[src/rtl/blob_frame_sequencer.sv]
// Frame-level sequencer between the binarized pixel stream and the blob-counting core.
// Aligns to SOF, feeds one frame with a one-cycle valid lead, collects the count, aborts on faults.
module blob_frame_sequencer #(
    parameter int IMG_COL = 640,
    parameter int IMG_ROW = 480,
    parameter int TIMEOUT = 4096,
    parameter int RST_CYC = 4,
    parameter int CNT_W   = 8
) (
    input  logic             i_clk,
    input  logic             i_rst_n,
    input  logic             i_start,
    input  logic             i_cont,
    input  logic             i_stop,
    input  logic             i_pix_valid,
    input  logic             i_pix_sof,
    input  logic             i_pix_bin,
    output logic             o_core_rst_n,
    output logic             o_core_valid,
    output logic             o_core_seq,
    input  logic             i_core_valid,
    input  logic [CNT_W-1:0] i_core_count,
    output logic [CNT_W-1:0] o_count,
    output logic             o_count_valid,
    output logic             o_busy,
    output logic             o_err,
    output logic [1:0]       o_err_code,
    output logic [15:0]      o_frame_cnt,
    output logic [2:0]       o_dbg_state
);
    localparam int NPIX  = IMG_COL * IMG_ROW;
    localparam int PIX_W = $clog2(NPIX + 1);
    localparam int TMR_W = ($clog2(TIMEOUT + 1) > 12) ? $clog2(TIMEOUT + 1) : 12;
    localparam int RST_W = $clog2(RST_CYC + 1);

    typedef enum logic [2:0] {
        S_IDLE, S_ARM, S_STREAM, S_WAIT_RES, S_RELEASE, S_ABORT
    } state_t;

    state_t             r_state, w_next;
    logic [PIX_W-1:0]   r_pix_cnt;
    logic [TMR_W-1:0]   r_timer;
    logic [RST_W-1:0]   r_hold, w_hold_next;
    logic               r_core_rst_n, r_core_valid, r_core_valid_q;
    logic               r_d1, r_seq, r_cont, r_stop_pend;
    logic [CNT_W-1:0]   r_count;
    logic               r_count_valid, r_err;
    logic [1:0]         r_err_code, w_abort_code;
    logic [15:0]        r_frame_cnt;
    logic               w_beat, w_result, w_stop_any, w_core_rise;

    assign w_stop_any  = r_stop_pend | i_stop;
    assign w_core_rise = i_core_valid & ~r_core_valid_q;

    always_comb begin
        w_next       = r_state;
        w_abort_code = 2'd0;
        w_beat       = 1'b0;
        w_result     = 1'b0;
        case (r_state)
            S_IDLE: begin
                if (i_start && !i_stop) w_next = S_ARM;
            end
            S_ARM: begin
                if (i_stop) begin
                    w_next = S_IDLE;
                end else if (i_pix_valid && i_pix_sof) begin
                    w_beat = 1'b1;
                    w_next = S_STREAM;
                end
            end
            S_STREAM: begin
                if (!i_pix_valid) begin
                    w_next       = S_ABORT;
                    w_abort_code = 2'd1;
                end else if (i_pix_sof) begin
                    w_next       = S_ABORT;
                    w_abort_code = 2'd2;
                end else begin
                    w_beat = 1'b1;
                    if (r_pix_cnt == PIX_W'(NPIX - 1)) w_next = S_WAIT_RES;
                end
            end
            S_WAIT_RES: begin
                // A result arriving on the last allowed cycle still counts.
                if (w_core_rise) begin
                    w_result = 1'b1;
                    w_next   = S_RELEASE;
                end else if (r_timer == TMR_W'(TIMEOUT - 1)) begin
                    w_next       = S_ABORT;
                    w_abort_code = 2'd3;
                end
            end
            S_RELEASE: begin
                if (!i_core_valid) w_next = (r_cont && !w_stop_any) ? S_ARM : S_IDLE;
            end
            S_ABORT: begin
                if (r_hold == RST_W'(1)) w_next = (r_cont && !w_stop_any) ? S_ARM : S_IDLE;
            end
            default: w_next = S_IDLE;
        endcase

        // Core reset hold: reloaded on entry to ABORT, otherwise drains to zero.
        if (w_abort_code != 2'd0)  w_hold_next = RST_W'(RST_CYC);
        else if (r_hold != '0)     w_hold_next = r_hold - RST_W'(1);
        else                       w_hold_next = '0;
    end

    always_ff @(posedge i_clk or negedge i_rst_n) begin
        if (!i_rst_n) begin
            r_state        <= S_IDLE;
            r_pix_cnt      <= '0;
            r_timer        <= '0;
            r_hold         <= RST_W'(RST_CYC);
            r_core_rst_n   <= 1'b0;
            r_core_valid   <= 1'b0;
            r_core_valid_q <= 1'b0;
            r_d1           <= 1'b0;
            r_seq          <= 1'b0;
            r_cont         <= 1'b0;
            r_stop_pend    <= 1'b0;
            r_count        <= '0;
            r_count_valid  <= 1'b0;
            r_err          <= 1'b0;
            r_err_code     <= 2'd0;
            r_frame_cnt    <= '0;
        end else begin
            r_state        <= w_next;
            r_hold         <= w_hold_next;
            r_core_rst_n   <= (w_hold_next == '0);
            r_core_valid   <= (w_next == S_STREAM) || (w_next == S_WAIT_RES);
            r_core_valid_q <= i_core_valid;
            r_d1           <= w_beat & i_pix_bin;
            r_seq          <= r_d1;

            if (r_state == S_ARM)  r_pix_cnt <= PIX_W'(1);
            else if (w_beat)       r_pix_cnt <= r_pix_cnt + PIX_W'(1);

            // Timer reads 1 in the first WAIT_RES cycle: cycles elapsed since the last pixel.
            if (r_state == S_WAIT_RES) r_timer <= r_timer + TMR_W'(1);
            else                       r_timer <= TMR_W'(1);

            if (r_state == S_IDLE && i_start && !i_stop) r_cont <= i_cont;

            if (w_next == S_IDLE || w_next == S_ARM) r_stop_pend <= 1'b0;
            else if (i_stop)                         r_stop_pend <= 1'b1;

            r_count_valid <= w_result;
            if (w_result) begin
                r_count     <= i_core_count;
                r_frame_cnt <= r_frame_cnt + 16'd1;
            end

            r_err <= (w_abort_code != 2'd0);
            if (w_abort_code != 2'd0) r_err_code <= w_abort_code;
        end
    end

    assign o_core_rst_n  = r_core_rst_n;
    assign o_core_valid  = r_core_valid;
    assign o_core_seq    = r_seq;
    assign o_count       = r_count;
    assign o_count_valid = r_count_valid;
    assign o_busy        = (r_state != S_IDLE);
    assign o_err         = r_err;
    assign o_err_code    = r_err_code;
    assign o_frame_cnt   = r_frame_cnt;
    assign o_dbg_state   = r_state;
endmodule

[config.mk]
export PLATFORM = sky130hd
export DESIGN_NAME = blob_frame_sequencer
export DESIGN_NICKNAME = d
export VERILOG_FILES = /design/src/rtl/blob_frame_sequencer.sv
export SDC_FILE = /design/constraint.sdc
export NUM_CORES = 1
export LEC_CHECK = 0
export BUFFER_PORTS_ARGS = -buffer_cell sky130_fd_sc_hd__clkbuf_2
export CAP_MARGIN = 25
export CELL_PAD_IN_SITES_DETAIL_PLACEMENT = 2
export CELL_PAD_IN_SITES_GLOBAL_PLACEMENT = 2
export CORE_ASPECT_RATIO = 0.9
export CORE_MARGIN = 1
export CORE_UTILIZATION = 39
export DETAILED_ROUTE_END_ITERATION = 10
export GPL_TIMING_DRIVEN = 0
export PLACE_DENSITY_LB_ADDON = 0.1
export RECOVER_POWER = 25
export SYNTH_ARGS = -nofsm -noshare
export SYNTH_HDL_FRONTEND = slang
export SYNTH_SLANG_ARGS = --single-unit
export TNS_END_PERCENT = 30
[constraint.sdc]
create_clock -name i_clk -period 3.7 [get_ports i_clk]
set_input_delay 1.11 -clock i_clk [delete_from_list [all_inputs] [get_ports i_clk]]
set_output_delay 1.11 -clock i_clk [all_outputs]
set_load 0.01 [all_outputs]
Word-level counts from Yosys, hierarchy flattened
Index checks and enable logic that the tools add are counted.
{"block": "totals", "ff_bits": 73, "in_bits": 17, "out_inout_bits": 35}
{"block": "op_classes", "addsub": 4, "eq_ne": 11, "mux": 31, "bitwise": 4, "n_reduce_logical": 17}
{"op": "$mux 19", "count": 2}
{"op": "$mux 3", "count": 12}
{"op": "$add 19x1->19 const B", "count": 1}
{"op": "$eq 19x19->1 const B", "count": 1}
{"op": "$pmux 3 s6", "count": 1}
{"op": "$add 16x1->16 const B", "count": 1}
{"op": "$add 13x1->13 const B", "count": 1}
{"op": "$eq 13x12->1 const B", "count": 1}
{"op": "$mux 13", "count": 1}
{"op": "$eq 3x2->1 const B", "count": 4}
{"op": "$eq 3x1->1 const B", "count": 3}
{"op": "$logic_not 3->1", "count": 3}
{"op": "$mux 1", "count": 9}
{"op": "$mux 2", "count": 4}
{"op": "$eq 3x3->1 const B", "count": 2}
{"op": "$reduce_bool 2->1", "count": 3}
{"op": "$reduce_bool 3->1", "count": 2}
{"op": "$logic_and 1x1->1", "count": 5}
{"op": "$pmux 2 s2", "count": 1}
{"op": "$sub 3x1->3 const B", "count": 1}
{"op": "$and 1x1->1", "count": 2}
{"op": "$logic_not 1->1", "count": 2}
{"op": "$logic_or 1x1->1", "count": 2}
{"op": "$pmux 1 s2", "count": 1}
{"op": "other kinds (2)", "count": 2}

Logic depth before layout (Yosys ltp)
Gate-level depths: netlist of the first run.
{"block": "logic_depth", "ltp_word": 9, "depth_mapped": 6, "mapped_depth_nobuf": 5}

Worst setup path after synthesis of the first run
Ideal clock, no wire load.
{"block": "synth_path", "path_kind": "input to register", "from": "input i_pix_sof", "to": "register r_pix_cnt[17]", "setup_ps": 78, "t_arrival_ps": 2587, "required_time_ps": 3622, "setup_slack_ps": 1035, "cell_stages": 6, "n_path_buf": 2, "cell_sequence": "clkbuf_1 -> nand2b_1 -> or3_4 -> buf_6 -> or4_1 -> a21oi_1"}
{"block": "synth_via", "elab_chain_cells": 5, "word_cells_on_any_way": 7, "classes_between": "mux: 5; reduce/logical: 2"}
{"element": "from (decl)", "line": "16", "rtl": "input logic i_pix_sof,"}
{"element": "$logic_and 1x1->1", "line": "67", "rtl": "end else if (i_pix_valid && i_pix_sof) begin"}
{"element": "$mux 1", "line": "67"}
{"element": "$mux 1", "line": "65", "rtl": "if (i_stop) begin"}
{"element": "$pmux 1 s2 (*)", "line": "60", "rtl": "case (r_state)"}
{"element": "$reduce_bool 2->1 (no source line) (*)"}
{"element": "to (signal assigned)", "line": "137", "rtl": "else if (w_beat) r_pix_cnt <= r_pix_cnt + PIX_W'(1);"}
{"element": "to (decl)", "line": "41", "rtl": "logic [PIX_W-1:0] r_pix_cnt;"}
Mark *: on every way between the ends. The rest lies on a longest branch, timed or not.
A chain may end at the register's enable or synchronous reset.

Worst setup path after layout of the first run
{"block": "layout_path", "from": "register r_state[1], in the netlist o_dbg_state[1]", "to": "output o_busy"}
{"block": "layout_via", "elab_chain_cells": 1}
{"element": "from (decl)", "line": "40", "rtl": "state_t r_state, w_next;"}
{"element": "from (signal assigned)", "line": "128", "rtl": "r_state <= w_next;"}
{"element": "$reduce_bool 3->1", "line": "164", "rtl": "assign o_busy = (r_state != S_IDLE);"}
{"element": "to (decl)", "line": "25", "rtl": "output logic o_busy,"}
No other way between the ends.

==> results.md, run 1 <==
- Status: finished, violations left
- Hold_buf cts: 0
- Final Wtd Congestion: 0.7452
- Tmin final: 2.720 ns
- Switching part of the total: 24.72%
- Most common cell after layout, fill and taps aside: dfrtp_1
- Overflow after GRT: 0
- Number of buffers added on ports: 50
- Final design utilization: 47.88%
- Synth Area in XOR/XNOR: 8.116%
- First-pass GRT wire length: 15960 um
- TritonCTS clock tree: yes
- Adder-cell area share of the yosys netlist: 1.812%
- Height of the die: 91.27 um
- HP Class: reg2reg
- Htree depth: 3
- CP max-delay cell: or3_1
- R2R cell count: 5
- Num ports: 52
- DR WL/cell: 18.50 um
- Clk buf depth: 2
- Clock Latency Late Sink: 0.35 ns
- Post-route ant nets: 0
- Clk slew on worst S/H paths: 0.08 ns
- Max Cap Violations: 1
- Setup tns final: 0 ns
- P_int: 1.292 mW
- Cts repair resizes: 0
- Worst Hold Launch: r_d1$_DFF_PN0_
- Hold Path End: o_core_seq$_DFF_PN0_
- Clock Skews: 0.006806 ns
- Hold path cells: 0
- Largest net degree at the start of global routing: 49
- Fmax: 0.3677 GHz
- Crit path DAT: 1.61 ns
- Crit path kind: reg2out
- Drt total wl: 9472 um
- Post-synthesis sequential area ratio: 52.93%
- Vias per inst: 5.395
- Register-to-register setup slack: 1.15 ns
- Critical R2R Launch: o_dbg_state[1]$_DFF_PN0_
- Simple-gate share of the synthesized area: 23.59%
- Critical Path Max Stage Delay: 0.45 ns
- Commonest cells after routing, fill and taps aside: dfrtp_1 (72), clkbuf_2 (48), nor2_1 (25), nand2_1 (22)
- Core Footprint: 8568 sq um
- Main synth FF type: dfrtp_1
- Yosys warns: 0
- Combinational Power Share: 8.5%
- Slew @ Worst Pin: 1.530 ns
- Number of max-slew violations in the final report: 26
- Number of synthesized flops with an enable pin: 0
- Static Leak: 1.778 nW
- ANT cells: 0
- PD cells: 418.5 nW/um^2
- CTS Root Cell: clkbuf_8
- Register bit count reported by yosys: 73
- GRT Util Overall: 22.68%
- Final setup fails: 0
- Post-detail-place hpwl: 6676 um
- Synth Net Count: 349
- Sequential share of power: 49.1%
- Reg2reg end: o_count[3]$_DFFE_PN0P_
- # Post-CTS Setup Buffers: 0
- Tot Pwr: 1.717 mW
- Die X: 101.2 um
- Mux share of post-synthesis cell area: 3.877%
- Yosys top cell area share: 52.17%
- Initial DRT Pass Iterations: 4
- Distinct cells, synth: 47
- VDD IR-drop max: 0.0002041 V
- Failing checks: capacitance limit, slew limit
- Nets@finish: 411
- RSZ-0062 raised after global routing: no
- CTS buffer count: 9
- Largest area contributor in the netlist: dfrtp_1
- Final Hold Fails: 0
- Synth Instances: 327
- Synth-to-Final Area Change: 18.80%
- Die ar.: 9236 sq um
- Avg Synthesized Cell Area: 10.56 sq um
- Main combinational cell family by area after synthesis: simple AND/OR/NAND/NOR gates
- CP endpoint kind: primary output
- Relative slew slack: -2.031%
- CP required: 2.59 ns
- Post-Syn Area: 3453 sq um
- Psw: 0.4244 mW
- Clock network power share: 42.4%
- Initial antenna violation count: 0
- Async S/R FF share, synth: 100.0%
- Starting DRT DRC Count: 50
- DRC Markers: 0
- Rows: 32
- Compound-Gate Fraction of Synth Area: 7.138%
- Sink Count: 73
- Initial core utilization: 40.30%
- Crit path max fanout: 10
- Top cells by area, synth: dfrtp_1 (52%), xnor2_1 (5.1%), mux2_2 (3.6%)
- Vias in the first global route: 2988
- Period utilization: 73.50%
- Cell Chain, Critical Path: clkbuf_1 -> or3_1 -> clkbuf_2
- Via count: 2762
- Layout cells sized above 1: 20.87%
- Crit start category: register
power by group through the flow:
stage	clock network (mW)	logic (mW)	registers, mW
floorplan	0	0.0672	0.861
detailed placement	0	0.152	0.859
global placement	0	0.141	0.857
global route	0.783	0.167	0.847
CTS	0.757	0.152	0.844
finish	0.727	0.146	0.843
layout make-up:
cell class                      instances  area [sq um]
Fill cell                             934          4466
Sequential cell                        73          1828
Multi-Input combinational cell        235          1536
Timing Repair Buffer                   51         275.3
Clock buffer                           11         151.4
Tap cell                              119         148.9
Clock inverter                          4         76.32
Buffer                                 12         60.06
Inverter                                7         26.28
kinds of logic (layout without fill, tap and decap cells):
group	count (synthesis)	count (layout)
flops	73	73
mux	12	12
buf+inv	19	85
compound gates	41	41
simple gates	145	145
xor+xnor	32	32
fa+ha+maj	5	5
worst max path at each step:
stage | from | endpoint | slack, ns | depth (start not counted)
3_3_place_gp | i_rst_n | o_count[5]$_DFFE_PN0P_ | 0.81 | 1
2_1_floorplan | i_pix_sof | r_pix_cnt[17]$_DFFE_PN0P_ | 1.04 | 6
5_1_grt | o_dbg_state[1]$_DFF_PN0_ | o_busy | 0.89 | 3
3_5_place_dp | i_core_valid | o_count[2]$_DFFE_PN0P_ | 0.79 | 5
6_report | o_dbg_state[1]$_DFF_PN0_ | o_busy | 0.98 | 3
4_1_cts | o_dbg_state[0]$_DFF_PN0_ | o_busy | 0.96 | 3
registers in the layout, indices dropped and copies added (netlist names), 2 cells and up:
signal       count
o_dbg_state      3
r_hold           3
o_err_code       2
o_frame_cnt     16
r_pix_cnt       19
o_count          8
r_timer         13
synth_stat cells (7+ instances only):
cell type	count
nor2_1	25
nand4_1	15
nor3_1	8
inv_1	7
nand2_1	22
or3_1	8
dfrtp_1	72
xor2_1	12
clkbuf_1	9
xnor2_1	20
a21oi_1	18
mux2_2	11
nand3_1	20
o21ai_0	8
routing by layer:
layer | wire length (um) | up-vias | share of wire (%) | GRT usage, %
met3 | 290 | 8 | 3.1 | 4.465
met1 | 4477 | 1406 | 47 | 31.23
met2 | 4608 | 48 | 49 | 36.34
met5 | 0 | - | 0 | 0
met4 | 95 | 0 | 1.0 | 5.918
li1 | - | 1300 | - | -
critical path, delay by kind of cell, from the launching register on:
| kind | cells | cell delay, ns |
|---|---|---|
| buf+inv | 2 | 0.40 |
| simple gates | 1 | 0.45 |
| flops | 1 | 0.42 |
per-stage QoR:
stage / hold slack [ns] / area, sq um / setup slack, ns / std cells
4_1_cts: 0.3700 / 4110 / 0.9563 / 512
6_report: 0.3628 / 4103 / 0.9803 / 512
3_5_place_dp: 0.3505 / 3882 / 0.7904 / 497
5_1_grt: 0.3718 / 4103 / 0.8941 / 512
2_1_floorplan: 0.3312 / 3453 / 1.035 / 327
3_3_place_gp: 0.3395 / 3852 / 0.8095 / 496
Power figures use the tool's default switching activity.
==> run 2, diff against run 1 <==
--- a/config.mk
+++ b/config.mk
@@ -11,7 +11,7 @@
 export CELL_PAD_IN_SITES_GLOBAL_PLACEMENT = 2
 export CORE_ASPECT_RATIO = 0.9
 export CORE_MARGIN = 1
-export CORE_UTILIZATION = 39
+export CORE_UTILIZATION = 36
 export DETAILED_ROUTE_END_ITERATION = 10
 export GPL_TIMING_DRIVEN = 0
 export PLACE_DENSITY_LB_ADDON = 0.1
==> constraint.sdc (replaced) <==
create_clock -name i_clk -period 2.65 [get_ports i_clk]
set_input_delay 0.795 -clock i_clk [delete_from_list [all_inputs] [get_ports i_clk]]
set_output_delay 0.795 -clock i_clk [all_outputs]
set_load 0.01 [all_outputs]
==> results.md, run 2 (same netlist as run 1, synthesis figures left out) <==
- Period utilization: 90.55%
- Max FFs per register: 19
- Initial DRT Pass Iterations: 4
- Final design utilization: 43.62%
- Fillers: 992
- Tot Pwr: 2.126 mW
- DP Cell Count: 500
- Final Wtd Congestion: 0.7684
- Met2 Use GR: 32.24%
- CP endpoint kind: primary output
- Clock Skews: 0.01262 ns
- Met1 Use GR: 26.93%
- GRT Util Overall: 20.35%
- Clock network power share: 35.2%
- Commonest cells after routing, fill and taps aside: dfrtp_1 (72), clkbuf_2 (48), nor2_1 (25), nand2_1 (22)
- Psw: 0.5680 mW
- RSZ-0062 raised after global routing: no
- VDD IR-drop max: 0.0002793 V
- TritonCTS clock tree: yes
- Slew @ Worst Pin: 0.8606 ns
- Post-detail-place hpwl: 6630 um
- Crit path kind: reg2out
- First-pass GRT wire length: 15700 um
- Sequential share of power: 55.3%
- Drt total wl: 9096 um
- Most common cell after layout, fill and taps aside: dfrtp_1
- PD cells: 529.3 nW/um^2
- Clk slew on worst S/H paths: 0.08 ns
- Non-filler cells, final: 516
- Vias per inst: 5.388
- P_int: 1.558 mW
- FF/Latch Area: 1828 sq um
- Crit path DAT: 1.60 ns
- Register bank with the most flops: r_pix_cnt
- Hold_buf cts: 0
- # Post-CTS Setup Buffers: 0
- Final setup fails: 0
- CTS buffer count: 9
- Layout cells sized above 1: 20.81%
- Critical Path Max Stage Delay: 0.45 ns
- Crit path max fanout: 10
- Tmin final: 2.400 ns
- Max Cap Violations: 0
- Initial antenna violation count: 0
- Die ar.: 9989 sq um
- CP max-delay cell: dfrtp_1
- Largest net degree at the start of global routing: 61
- Initial core utilization: 37.51%
- HP Class: reg2reg
- CP required: 1.86 ns
- ANT cells: 0
- Sink Count: 73
- CTS Root Cell: clkbuf_8
- Nets@finish: 411
- Cts repair resizes: 0
- Htree depth: 3
- Vias in the first global route: 3060
- Post-route ant nets: 0
- Met3 Track Usage GR: 6.004%
- Fin Hold WS: 0.3671 ns
- Number of max-slew violations in the final report: 0
- Fmax: 0.4167 GHz
- Relative slew slack: 42.63%
- DRC Markers: 0
- Clock Latency Late Sink: 0.36 ns
- Height of the die: 94.92 um
- Area of the multi-input gates: 1538 sq um
- Cell Chain, Critical Path: clkbuf_1 -> or3_1 -> clkbuf_2
- Starting DRT DRC Count: 73
- Number of buffers added on ports: 50
- Die X: 105.2 um
- Final Hold Fails: 0
- Top Usage Layer GRT: met2
- Combinational Power Share: 9.4%
- Overflow after GRT: 0
- Status: finished clean
- Static Leak: 1.746 nW
- Crit start category: register
- Switching part of the total: 26.72%
- Core Footprint: 9208 sq um
- DR WL/cell: 17.63 um
- Via count: 2780
- Num ports: 52
- Clk buf depth: 2
- Rows: 33
- Setup tns final: 0 ns
- Synth-to-Final Area Change: 16.30%
==> run 2: cell types whose count changed in the layout (fill, tap and decap cells not counted), sizes merged <==
cell | previous run | this run
bufinv | 2 | 0
clkbuf | 71 | 72
clkinv | 1 | 4
clkinvlp | 1 | 0
==> run 2: metrics by stage <==
| stage | area (sq um) | setup slack, ns |
|---|---|---|
| 4_1_cts | 4041 | 0.2324 |
| 3_3_place_gp | 3856 | 0.04677 |
| 3_5_place_dp | 3886 | 0.07757 |
| 5_1_grt | 4016 | 0.09975 |
| 6_report | 4016 | 0.2505 |
| 2_1_floorplan | 3453 | 0.3004 |
==> run 2: final cells by class <==
class | instances | area share [%]
Timing Repair Buffer | 51 | 6.355
Buffer | 12 | 1.526
Multi-Input combinational cell | 235 | 38.29
Clock buffer | 12 | 3.364
Sequential cell | 73 | 45.51
Inverter | 7 | 0.6542
Clock inverter | 4 | 0.4984
Tap cell | 122 | 3.801
==> run 2: power by group through the flow <==
stage,clock network (mW),logic (mW),registers (mW)
floorplan,0,0.0938,1.20
global placement,0,0.196,1.20
detailed placement,0,0.210,1.20
CTS,0.779,0.211,1.18
global route,0.826,0.225,1.18
finish,0.749,0.201,1.18
==> run 2: metal layers <==
metal | wire length [um] | vias up
met4 | 112 | 0
met2 | 4158 | 57
met3 | 443 | 11
met5 | 0 | -
li1 | - | 1298
met1 | 4382 | 1414
==> run 2: worst paths after layout <==
check	startpoint	to	slack [ns]	depth (start not counted)
setup / recovery	o_dbg_state[0]$_DFF_PN0_	o_busy	0.25	3
min in group asynchronous	i_rst_n	r_pix_cnt[11]$_DFFE_PN0P_	0.50	1
max in group asynchronous	i_rst_n	o_frame_cnt[6]$_DFFE_PN0P_	0.73	2
setup reg to reg	o_dbg_state[1]$_DFF_PN0_	o_count[3]$_DFFE_PN0P_	0.30	5
hold reg to reg	r_d1$_DFF_PN0_	o_core_seq$_DFF_PN0_	0.37	0
hold / removal	r_d1$_DFF_PN0_	o_core_seq$_DFF_PN0_	0.37	0
==> run 2: critical path: cells and delay by family (launching register included) <==
kind / cells / cell delay, ns
flip-flops: 1 / 0.45
buffers and inverters: 2 / 0.40
AND/OR/NAND/NOR: 1 / 0.40
==> run 3, diff against run 2 <==
--- a/config.mk
+++ b/config.mk
@@ -11,7 +11,8 @@
 export CELL_PAD_IN_SITES_GLOBAL_PLACEMENT = 2
 export CORE_ASPECT_RATIO = 0.9
 export CORE_MARGIN = 1
-export CORE_UTILIZATION = 36
+export CORE_UTILIZATION = 38
+export CTS_BUF_LIST = sky130_fd_sc_hd__clkbuf_4 sky130_fd_sc_hd__clkbuf_8
 export DETAILED_ROUTE_END_ITERATION = 10
 export GPL_TIMING_DRIVEN = 0
 export PLACE_DENSITY_LB_ADDON = 0.1
==> constraint.sdc (replaced) <==
create_clock -name i_clk -period 2.65 [get_ports i_clk]
set_input_delay 0 -clock i_clk [delete_from_list [all_inputs] [get_ports i_clk]]
set_output_delay 0 -clock i_clk [all_outputs]
set_load 0.01 [all_outputs]
==> results.md, run 3 (same netlist as run 1, synthesis figures left out) <==
- Dpl cell area: 3875 sq um
- DP Cell Count: 497
- Clock network power share: 43.5%
- Register-to-register setup slack: 0.28 ns
- R2R cell count: 5
- Vias per inst: 5.406
- RSZ-0062 raised after global routing: no
- Via count: 2849
- Sequential share of power: 47.5%
- P_int: 1.876 mW
- Initial DRT Pass Iterations: 5
- Overflow after GRT: 0
- Final Hold Fails: 0
- Crit path DAT: 2.58 ns
- Fmax: 0.4211 GHz
- PD cells: 582.2 nW/um^2
- Num ports: 52
- Drt total wl: 9555 um
- Commonest cells after routing, fill and taps aside: dfrtp_1 (72), clkbuf_2 (40), nor2_1 (25), nand2_1 (22)
- Clock Skews: 0.01269 ns
- Nets@finish: 425
- Post-detail-place hpwl: 6624 um
- Post-route ant nets: 0
- Number of buffers added on ports: 50
- Die X: 102.5 um
- Sink Count: 73
- Final setup fails: 0
- DRC Markers: 0
- Finished Cell Area: 4248 sq um
- Clock Latency Late Sink: 0.35 ns
- Met3 Wirelength: 297 um
- Max Cap Violations: 1
- Relative slew slack: -29.98%
- Slew @ Worst Pin: 1.950 ns
- Tot Pwr: 2.473 mW
- Max FFs per register: 19
- Synth-to-Final Area Change: 23.01%
- Number of max-slew violations in the final report: 33
- Top Metal Used: met4
- Critical R2R Launch: o_dbg_state[0]$_DFF_PN0_
- Vias in the first global route: 3172
- Initial antenna violation count: 0
- CP endpoint kind: register
- Most common cell after layout, fill and taps aside: dfrtp_1
- Height of the die: 92.44 um
- First-pass GRT wire length: 16160 um
- Final Wtd Congestion: 0.7227
- Failing checks: capacitance limit, slew limit
- Die ar.: 9473 sq um
- Core Footprint: 8688 sq um
- Reg2reg end: r_pix_cnt[6]$_DFFE_PN0P_
- Register bank with the most flops: r_pix_cnt
- CP required: 2.86 ns
- Critical path capture point: r_pix_cnt[6]$_DFFE_PN0P_
- Crit path kind: reg2reg
- Initial core utilization: 39.75%
- HP Class: in2reg
- Final WS setup: 0.2754 ns
- Tmin final: 2.375 ns
- VDD IR-drop max: 0.0004318 V
- Switching part of the total: 24.14%
- Clk slew on worst S/H paths: 0.08 ns
- Crit path from: o_dbg_state[0]$_DFF_PN0_
- Crit start category: register
- Cts repair resizes: 0
- Layout cells sized above 1: 18.87%
- TritonCTS clock tree: yes
- GRT Util Overall: 22.30%
- Combinational Power Share: 8.9%
- Htree depth: 3
- Rows: 32
- M1 WL: 4357 um
- Clk buf depth: 2
- Setup tns final: 0 ns
- DR WL met2: 4813 um
- Crit path max fanout: 10
- CTS Root Cell: clkbuf_8
- Worst slack, placed: 0.2640 ns
- DR WL/cell: 18.13 um
- Period utilization: 89.61%
- Psw: 0.5969 mW
- Status: finished, violations left
- Non-filler cells, final: 527
- Starting DRT DRC Count: 44
- CTS buffer count: 9
- Static Leak: 1.826 nW
- Largest net degree at the start of global routing: 42
- ANT cells: 0
==> run 3: cell types whose count changed in the layout (fill, tap and decap cells not counted), sizes merged <==
cell	previous run	this run
buf	3	4
bufinv	0	3
clkbuf	72	69
clkinv	4	3
dlygate4sd3	0	14
==> run 3: worst min path at each step <==
| stage | start | endpoint | slack [ns] | cells past startpoint |
|---|---|---|---|---|
| floorplan | i_rst_n | o_core_rst_n$_DFF_PN0_ | -0.30 | 0 |
| global placement | i_core_valid | r_core_valid_q$_DFF_PN0_ | 0.19 | 1 |
| detailed placement | i_rst_n | r_hold[1]$_DFF_PN0_ | 0.02 | 1 |
| CTS | i_pix_valid | o_err_code[1]$_DFFE_PN0N_ | 0.04 | 3 |
| global route | i_start | r_cont$_DFFE_PN0P_ | 0.07 | 3 |
| finish | i_start | r_cont$_DFFE_PN0P_ | 0.05 | 3 |
==> run 3: final cells by class <==
type,count,area (sq um)
Sequential cell,73,1828
Multi-Input combinational cell,235,1538
Buffer,12,61.31
Tap cell,119,148.9
Fill cell,928,4441
Clock inverter,6,116.4
Timing Repair Buffer,65,397.9
Clock buffer,10,131.4
Inverter,7,26.28
==> run 3: what timing repair did <==
action / in CTS / in global routing
buffers inserted: 0 / 0
hold endpoints to repair: 44 / 0
hold buffers: 14 / 0
==> run 3: critical path, cell delays in order, from the launching register on <==
cell      delay [ns]
dfrtp_1         0.44
clkbuf_1        0.35
nor3b_1         0.33
clkbuf_1        0.52
clkbuf_1        0.48
nor2_1          0.12
==> run 3: power by group through the flow <==
stage               clock, mW  combinational (mW)  sequential [mW]
floorplan                   0              0.0938             1.20
global placement            0               0.197             1.19
detailed placement          0               0.210             1.20
CTS                      1.11               0.229             1.18
global route             1.14               0.246             1.18
finish                   1.08               0.221             1.18
==> run 3: metrics by stage <==
stage	hold slack [ns]	util, %
2_1_floorplan	-0.2956	-
3_3_place_gp	0.1876	44.34
3_5_place_dp	0.02408	44.60
4_1_cts	0.04086	49.06
5_1_grt	0.06662	48.89
6_report	0.05425	48.89
==> run 3: per-layer routing <==
| metal | up-vias | global-route usage, % |
|---|---|---|
| met5 | - | 0 |
| met4 | 0 | 5.833 |
| met3 | 10 | 4.679 |
| met2 | 52 | 37.22 |
| met1 | 1459 | 29.15 |
| li1 | 1328 | - |
